===== src/rtl/core_ctrl_pkg.sv =====
// rtl/core_ctrl_pkg.sv - shared state encodings and constants for the core controller
package core_ctrl_pkg;

  typedef enum logic [2:0] {
    ST_IDLE = 3'd0,
    ST_LOAD = 3'd1,
    ST_RUN  = 3'd2,
    ST_STEP = 3'd3,
    ST_HALT = 3'd4
  } state_e;

  localparam logic [7:0] CYCLE_MAX = 8'd255;

  function automatic logic [7:0] sat_inc(input logic [7:0] v);
    return (v == CYCLE_MAX) ? v : v + 8'd1;
  endfunction

endpackage


===== src/rtl/step_edge.sv =====
// rtl/step_edge.sv - rising-edge detector for the single-step request
module step_edge (
  input  logic clk,
  input  logic rst_n,
  input  logic in,
  output logic pulse
);

  logic prev;
  logic armed;

  // armed stays low until the input has been seen low once, so a level
  // already high when reset releases cannot masquerade as a fresh edge
  always_ff @(posedge clk or negedge rst_n) begin
    if (!rst_n) begin
      prev  <= 1'b0;
      armed <= 1'b0;
    end else begin
      prev  <= in;
      armed <= armed | ~in;
    end
  end

  assign pulse = in & ~prev & armed;

endmodule


===== src/rtl/core_ctrl.sv =====
// rtl/core_ctrl.sv - program loader and run/step/halt sequencer for a small core
module core_ctrl
  import core_ctrl_pkg::*;
#(
  parameter int ADDR_W = 4,
  parameter int DATA_W = 7
) (
  input  logic              clk,
  input  logic              rst_n,
  input  logic              load_en,
  input  logic              load_valid,
  input  logic [DATA_W-1:0] load_data,
  output logic              load_ready,
  input  logic              run,
  input  logic              step,
  input  logic              core_halted,
  output logic              mem_we,
  output logic [ADDR_W-1:0] mem_addr,
  output logic [DATA_W-1:0] mem_wdata,
  output logic              core_en,
  output logic              core_rst,
  output logic              step_done,
  output logic [2:0]        state,
  output logic [7:0]        cycle_count
);

  state_e            state_q;
  state_e            state_d;
  logic [ADDR_W-1:0] wr_cnt;
  logic              step_pulse;
  logic              accept;
  logic              at_full;
  logic              load_exit;
  logic              halt_exit;
  logic              enter_load;

  step_edge u_step_edge (
    .clk   (clk),
    .rst_n (rst_n),
    .in    (step),
    .pulse (step_pulse)
  );

  assign load_ready = (state_q == ST_LOAD);
  assign accept     = load_valid && load_ready;
  assign at_full    = (wr_cnt == {ADDR_W{1'b1}});
  assign core_en    = (state_q == ST_RUN) || (state_q == ST_STEP);
  assign enter_load = (state_d == ST_LOAD) && (state_q != ST_LOAD);
  assign state      = state_q;

  always_comb begin
    state_d   = state_q;
    load_exit = 1'b0;
    halt_exit = 1'b0;
    case (state_q)
      ST_IDLE: begin
        if (load_en)         state_d = ST_LOAD;
        else if (run)        state_d = ST_RUN;
        else if (step_pulse) state_d = ST_STEP;
      end
      ST_LOAD: begin
        if (!load_en || (accept && at_full)) begin
          state_d   = ST_IDLE;
          load_exit = 1'b1;
        end
      end
      ST_RUN: begin
        if (core_halted) state_d = ST_HALT;
        else if (!run)   state_d = ST_IDLE;
      end
      ST_STEP: begin
        state_d = core_halted ? ST_HALT : ST_IDLE;
      end
      ST_HALT: begin
        if (load_en) begin
          state_d = ST_LOAD;
        end else if (!run) begin
          state_d   = ST_IDLE;
          halt_exit = 1'b1;
        end
      end
      default: state_d = ST_IDLE;
    endcase
  end

  always_ff @(posedge clk or negedge rst_n) begin
    if (!rst_n) begin
      state_q <= ST_IDLE;
    end else begin
      state_q <= state_d;
    end
  end

  // write address saturates at the last slot; the accept there ends LOAD
  always_ff @(posedge clk or negedge rst_n) begin
    if (!rst_n) begin
      wr_cnt    <= '0;
      mem_we    <= 1'b0;
      mem_addr  <= '0;
      mem_wdata <= '0;
    end else begin
      mem_we <= accept;
      if (accept) begin
        mem_addr  <= wr_cnt;
        mem_wdata <= load_data;
      end
      if (enter_load) begin
        wr_cnt <= '0;
      end else if (accept && !at_full) begin
        wr_cnt <= wr_cnt + ADDR_W'(1);
      end
    end
  end

  always_ff @(posedge clk or negedge rst_n) begin
    if (!rst_n) begin
      core_rst    <= 1'b0;
      step_done   <= 1'b0;
      cycle_count <= '0;
    end else begin
      core_rst  <= load_exit | halt_exit;
      step_done <= (state_q == ST_STEP);
      if (load_exit || halt_exit) begin
        cycle_count <= '0;
      end else if (core_en) begin
        cycle_count <= sat_inc(cycle_count);
      end
    end
  end

endmodule


===== config.mk =====
export PLATFORM = sky130hd
export DESIGN_NAME = core_ctrl
export DESIGN_NICKNAME = d
export VERILOG_FILES = /design/src/rtl/core_ctrl_pkg.sv /design/src/rtl/step_edge.sv /design/src/rtl/core_ctrl.sv
export SDC_FILE = /design/constraint.sdc
export NUM_CORES = 1
export LEC_CHECK = 0
export BUFFER_PORTS_ARGS = -buffer_cell sky130_fd_sc_hd__buf_2
export CELL_PAD_IN_SITES_DETAIL_PLACEMENT = 0
export CELL_PAD_IN_SITES_GLOBAL_PLACEMENT = 1
export CORE_MARGIN = 3
export CORE_UTILIZATION = 35
export CTS_CLUSTER_DIAMETER = 40
export CTS_CLUSTER_SIZE = 14
export DETAILED_ROUTE_END_ITERATION = 10
export GPL_ROUTABILITY_DRIVEN = 0
export PLACE_DENSITY_LB_ADDON = 0.1
export SYNTH_ARGS = -nofsm -noshare
export SYNTH_HDL_FRONTEND = slang
export SYNTH_SLANG_ARGS = --single-unit

===== constraint.sdc =====
create_clock -name clk -period 1.3 [get_ports clk]
set_input_delay 0.065 -clock clk [delete_from_list [all_inputs] [get_ports clk]]
set_output_delay 0.065 -clock clk [all_outputs]
set_load 0.02 [all_outputs]

==> results.py, run 1 <==
metrics = {
    "global_route": {
        "grt_pass1_vias": 1246,
        "grt_pass1_wl_mm": 6.085,
        "track_usage": 0.1604,
        "grt_max_degree": 32,
        "antenna_found_initial": 0,
        "grt_overflow": 0,
    },
    "die": {
        "initial_core_util": 0.3720,
        "num_io_pins": 41,
        "core-area_sq_um": 3744,
        "dieArea_sq_um": 4771,
        "die_h_um": 69.08,
        "die_w_um": 69.08,
        "rows": 22,
    },
    "route": {
        "vias": 1207,
        "initialDrtViolationCount": 63,
        "wl_mm": 3.513,
        "post-route-drc-count": 0,
        "firstDrtPassIters": 4,
        "antenna_left": 0,
        "wl_per_cell_um": 14.17,
        "viasPerCell": 4.867,
    },
    "timing": {
        "fin_crit_sh": 1.070,
        "setup_viol": 21,
        "postLayoutSetupSlackWorst_ns": -0.09081,
        "post-route-min-period_ns": 1.391,
        "slew_viol_final": 0,
        "worst_pin_slew_ns": 0.3905,
        "max_freq_ghz": 0.7190,
        "slew_headroom": 0.7396,
        "whs_ns": 0.01480,
        "rsz0062_at_grt": "true",
        "hold_violations": 0,
        "skew_ns": 0.003752,
        "setup_tns_ns": -1.292,
    },
    "yosys": {
        "yosysSeqAreaShare": 0.5571,
        "synthCells": 121,
        "synth_cell_type_count": 33,
        "syn_nets": 137,
        "synth_area_per_cell_sq_um": 11.51,
        "ys.warnings.count": 0,
        "netlist_area_sq_um": 1393,
        "synth_seq_cells": 31,
    },
    "setup_path": {
        "crit_arrival_ns": 1.56,
        "start_kind": "flop",
        "crit_required_ns": 1.47,
        "ff2ff_path_depth": 3,
        "endpoint_kind": "flop",
        "path_class": "flop to flop",
        "worstPathMaxFanout": 9,
        "rr_startpoint": "state[1]",
        "reg2reg_slack_ns": -0.09,
        "timing.rr.end": "mem_wdata[3]",
    },
    "min_path": {
        "hold_end": "mem_wdata[2]",
        "hp-start": "load_data[2]",
        "hold_depth": 2,
        "hp-class": "input port to flop",
    },
    "clocking": {
        "clkLatencyLatePin_ns": 0.28,
        "tritoncts": "yes",
        "cts_root_buf": "clkbuf_8",
        "cts_inserted_buffers": 5,
        "cts.sinks": 31,
        "htree_num_levels": 2,
        "clk_pin_slew_worst_paths_ns": 0.07,
        "cts_buffer_depth": 2,
    },
    "cells_and_area": {
        "final_cells": 248,
        "fin_nets": 215,
        "drive_above_1_share": 0.6150,
        "layout_common_cells": "buf_2 (39), dfrtp_1 (28), buf_4 (23)",
        "syn_to_final_growth_pct": 61.46,
        "fin_area_sq_um": 2248,
        "antenna_cells": 0,
        "final_common_cell": "buf_2",
    },
    "power": {
        "p_sw_frac": 0.3565,
        "pwr_density_cell_nw_per_um2": 1615,
        "vdd_drop_max_v": 0.0009676,
        "pwr-share-seq": 0.376,
        "p_clk_frac": 0.204,
        "intPower_mw": 2.337,
        "power.leakage_nw": 1.068,
        "p_switching_mw": 1.295,
        "comb_power_share": 0.419,
    },
    "place": {
        "io_buffers": 40,
        "place_inst": 228,
        "hpwl_mm": 2.340,
        "postPlaceCellArea_sq_um": 1854,
        "place_ws_ns": -0.09205,
    },
    "outcome": {
        "violations": "negative setup slack",
        "outcome": "finished, violations left",
    },
    "job": {
        "drv_cap": 0,
    },
}
-- cells in the mapped netlist (all sizes together) --
| cell | count | share of area |
|---|---|---|
| ha | 2 | 0.018 |
| nor4 | 1 | 0.0045 |
| or3 | 1 | 0.0045 |
| nand4 | 3 | 0.013 |
| xor2 | 3 | 0.019 |
| nand3 | 8 | 0.032 |
| and4b | 1 | 0.0072 |
| nand2b | 4 | 0.018 |
| inv | 1 | 0.0027 |
| and2 | 2 | 0.0090 |
| and4 | 1 | 0.0081 |
| a32o | 1 | 0.0072 |
| buf | 3 | 0.019 |
| nor2b | 1 | 0.0045 |
| nand2 | 7 | 0.019 |
| dfrtp | 31 | 0.56 |
| and3 | 2 | 0.0090 |
| o21ai | 1 | 0.0036 |
| a21o | 1 | 0.0054 |
| mux2i | 3 | 0.022 |
| nor2 | 15 | 0.040 |
| and4bb | 1 | 0.0090 |
| or2 | 1 | 0.0063 |
| a31oi | 2 | 0.0090 |
| nor3 | 3 | 0.011 |
| a211oi | 2 | 0.014 |
| a21oi | 7 | 0.028 |
| nor3b | 2 | 0.011 |
| mux2 | 11 | 0.089 |
-- logic make-up (layout without fill, tap and decap cells) --
logic type      after synthesis  after routing  share of synthesized area
simple gates                 53             53                     0.2066
flops                        31             31                     0.5571
compound gates               14             14                    0.06739
mux                          14             14                     0.1105
buf+inv                       4             83                    0.02156
xor+xnor                      3              3                    0.01887
fa+ha+maj                     2              2                    0.01797
-- power by group through the flow --
stage	Clock [mW]	Combinational, mW	Sequential [mW]
finish	0.743	1.52	1.37
global route	0.803	1.65	1.40
floorplan	0	0.464	1.65
detailed placement	0	1.25	1.37
global placement	0	1.23	1.35
CTS	0.768	1.43	1.35
-- final cells by class --
| type | instances | area [sq um] |
|---|---|---|
| Clock buffer | 5 | 68.82 |
| Tap cell | 48 | 60.06 |
| Inverter | 1 | 3.754 |
| Timing Repair Buffer | 74 | 524.3 |
| Fill cell | 342 | 1495 |
| Clock inverter | 3 | 20.02 |
| Multi-Input combinational cell | 86 | 792.0 |
| Sequential cell | 31 | 779.5 |
-- registers in the layout, summed over array words and instances, names as in the netlist --
register and cells:
u_step_edge.armed 1, step_done 1, mem_we 1, state 3, core_rst 1, cycle_count 8
u_step_edge.prev 1, mem_wdata 7, wr_cnt 4, mem_addr 4
-- worst max-delay path by stage --
stage,endpoint,slack [ns],startpoint
2_1_floorplan,mem_addr[0],-0.21,state[1]
3_3_place_gp,cycle_count[4],-0.07,wr_cnt[0]
3_5_place_dp,cycle_count[4],-0.09,wr_cnt[1]
4_1_cts,cycle_count[3],-0.08,wr_cnt[1]
5_1_grt,cycle_count[0],-0.15,wr_cnt[1]
6_report,mem_wdata[3],-0.09,state[1]
-- repair_timing --
action	CTS	global route
hold endpoints to repair	33	1
resized for setup	21	25
setup endpoints to repair	22	26
gates cloned	2	0
pin swaps	8	10
hold buffers	2	1
buffers inserted	4	3
-- critical path: stages (launching register included) --
cell	delay [ns]
dfrtp_2	0.42
and4bb_4	0.40
buf_12	0.16
mux2_4	0.30
-- metrics by stage --
step | util | power [mW]
floorplan | - | 2.111
global placement | 0.4953 | 2.586
detailed placement | 0.4953 | 2.624
CTS | 0.5602 | 3.556
global route | 0.6006 | 3.848
finish | 0.6006 | 3.631
-- layer usage --
layer	track usage	part of all wire
met4	0.05206	0.012
met5	0	0
met3	0.06851	0.063
met2	0.2405	0.48
met1	0.2085	0.45
(Power assumes the default switching activity.)
==> run 2: changes to the inputs <==
CAP_MARGIN = 40   (was not set)
MAX_ROUTING_LAYER = met4   (was not set)
==> run 2 against run 1 <==
  * The flow still finishes with violations (negative setup slack)
  * Power hardly changed
  * Clock skew hardly changed
  * Global-route usage is 0.42 points higher
  * Final cell count stayed put
  * Critical path type unchanged
==> results.py, run 2 (same netlist as run 1, synthesis figures left out) <==
metrics = {
    "timing": {
        "setup_viol": 21,
        "postLayoutSetupSlackWorst_ns": -0.08862,
        "slew_viol_final": 0,
        "max_freq_ghz": 0.7201,
        "slew_headroom": 0.7399,
        "rsz0062_at_grt": "true",
        "skew_ns": 0.003900,
        "post-route-min-period_ns": 1.389,
        "fin_crit_sh": 1.068,
        "worst_pin_slew_ns": 0.3901,
        "hold_violations": 0,
    },
    "power": {
        "pwr_density_cell_nw_per_um2": 1614,
        "power_mw": 3.629,
        "power.leakage_nw": 1.068,
        "vdd_drop_max_v": 0.0009674,
    },
    "min_path": {
        "hp-class": "input port to flop",
    },
    "route": {
        "viasPerCell": 4.887,
        "firstDrtPassIters": 5,
        "wl_met2_mm": 1.707,
        "wl_mm": 3.520,
        "post-route-drc-count": 0,
        "maxUsedRoutingLayer": "met4",
        "initialDrtViolationCount": 66,
        "wl_met1_mm": 1.575,
        "wl_met3_um": 205,
        "antenna_left": 0,
        "vias": 1212,
        "wl_per_cell_um": 14.19,
    },
    "place": {
        "place_ws_ns": -0.09205,
        "postPlaceCellArea_sq_um": 1854,
        "io_buffers": 40,
        "hpwl_mm": 2.340,
    },
    "cells_and_area": {
        "reg_top3": "cycle_count: 8 flops, mem_wdata: 7 flops",
        "drive_above_1_share": 0.6150,
        "top_register": "cycle_count",
        "layout_common_cells": "buf_2 (39), dfrtp_1 (28), buf_4 (23)",
        "antenna_cells": 0,
        "fill_cells": 342,
        "fin_nets": 215,
        "syn_to_final_growth_pct": 61.46,
        "largest_reg_flops": 8,
        "final_common_cell": "buf_2",
        "fin_area_sq_um": 2248,
    },
    "clocking": {
        "htree_num_levels": 2,
        "cts_buffer_depth": 2,
        "tritoncts": "yes",
        "cts_root_buf": "clkbuf_8",
        "cts_inserted_buffers": 5,
        "clkLatencyLatePin_ns": 0.28,
        "clk_pin_slew_worst_paths_ns": 0.07,
        "cts.sinks": 31,
    },
    "die": {
        "num_io_pins": 41,
        "dieArea_sq_um": 4771,
        "die_h_um": 69.08,
        "rows": 22,
        "die_w_um": 69.08,
        "core-area_sq_um": 3744,
        "initial_core_util": 0.3720,
    },
    "setup_path": {
        "cpLargestDelayFamily": "flip-flops",
        "path_class": "flop to flop",
        "slowest_stage": "dfrtp_2",
        "cp_cell_sequence": "and4bb_4 > buf_12 > mux2_4",
        "cp_num_buf_inv": 1,
        "crit_required_ns": 1.47,
        "endpoint_kind": "flop",
        "crit_arrival_ns": 1.56,
        "start_kind": "flop",
        "cp_slowest_stage_delay_ns": 0.41,
        "worstPathMaxFanout": 9,
    },
    "global_route": {
        "grt_max_degree": 32,
        "antenna_found_initial": 0,
        "grt_pass1_vias": 1245,
        "grt_pass1_wl_mm": 6.078,
        "grt_overflow": 0,
        "track_usage": 0.1647,
    },
    "outcome": {
        "outcome": "finished, violations left",
        "violations": "negative setup slack",
    },
    "job": {
        "drv_cap": 0,
    },
}
==> run 2: cell counts in the layout (fill, tap and decap cells not counted) <==
Identical to the previous run, type by type.
==> run 2: final cells by class <==
cell class,count,area (sq um),area share
multi-input combinational,86,792.0,0.3523
sequential,31,779.5,0.3467
timing repair buffer,74,524.3,0.2332
clock buffer,5,68.82,0.03061
tap,48,60.06,0.02671
clock inverter,3,20.02,0.008904
inverter,1,3.754,0.001669
==> run 2: through the flow <==
stage / setup TNS [ns] / hold slack [ns] / instances / utilization
after global placement: -0.7271 / 0.1024 / 228 / 0.4953
final: -1.252 / 0.01190 / 248 / 0.6006
after detailed placement: -1.045 / 0.1070 / 228 / 0.4953
after CTS: -0.9189 / 0.002546 / 244 / 0.5602
after floorplan: -2.575 / -0.2306 / 121 / -
after global routing: -2.316 / 0.009366 / 248 / 0.6006
==> run 2: routing by layer <==
layer | vias to the layer above | GRT usage
li1 | 589 | -
met1 | 582 | 0.2076
met2 | 35 | 0.2405
met3 | 6 | 0.06851
met4 | 0 | 0.05206
met5 | - | -
==> run 2: worst paths after layout <==
path	depth (start not counted)	startpoint	slack (ns)	endpoint
worst max register to register	3	state[1]	-0.09	mem_wdata[3]
worst min-delay path	2	load_data[6]	0.01	mem_wdata[6]
worst min register to register	1	u_step_edge.armed	0.47	u_step_edge.armed
worst max-delay path	3	state[1]	-0.09	mem_wdata[3]
max in group asynchronous	3	rst_n	0.67	state[1]
min in group asynchronous	3	rst_n	0.32	mem_we
==> run 2: repair_timing <==
item / in CTS / in global routing
resized for setup: 21 / 25
pin swaps: 8 / 10
setup buffers: 4 / 3
hold buffers: 2 / 1
endpoints found under the setup margin: 22 / 26
cloned: 2 / 0
endpoints found under the hold margin: 33 / 1
==> run 2: power breakdown <==
group	internal (mW)	switching, mW
sequential	1.20	0.163
combinational	0.763	0.761
clock	0.372	0.369
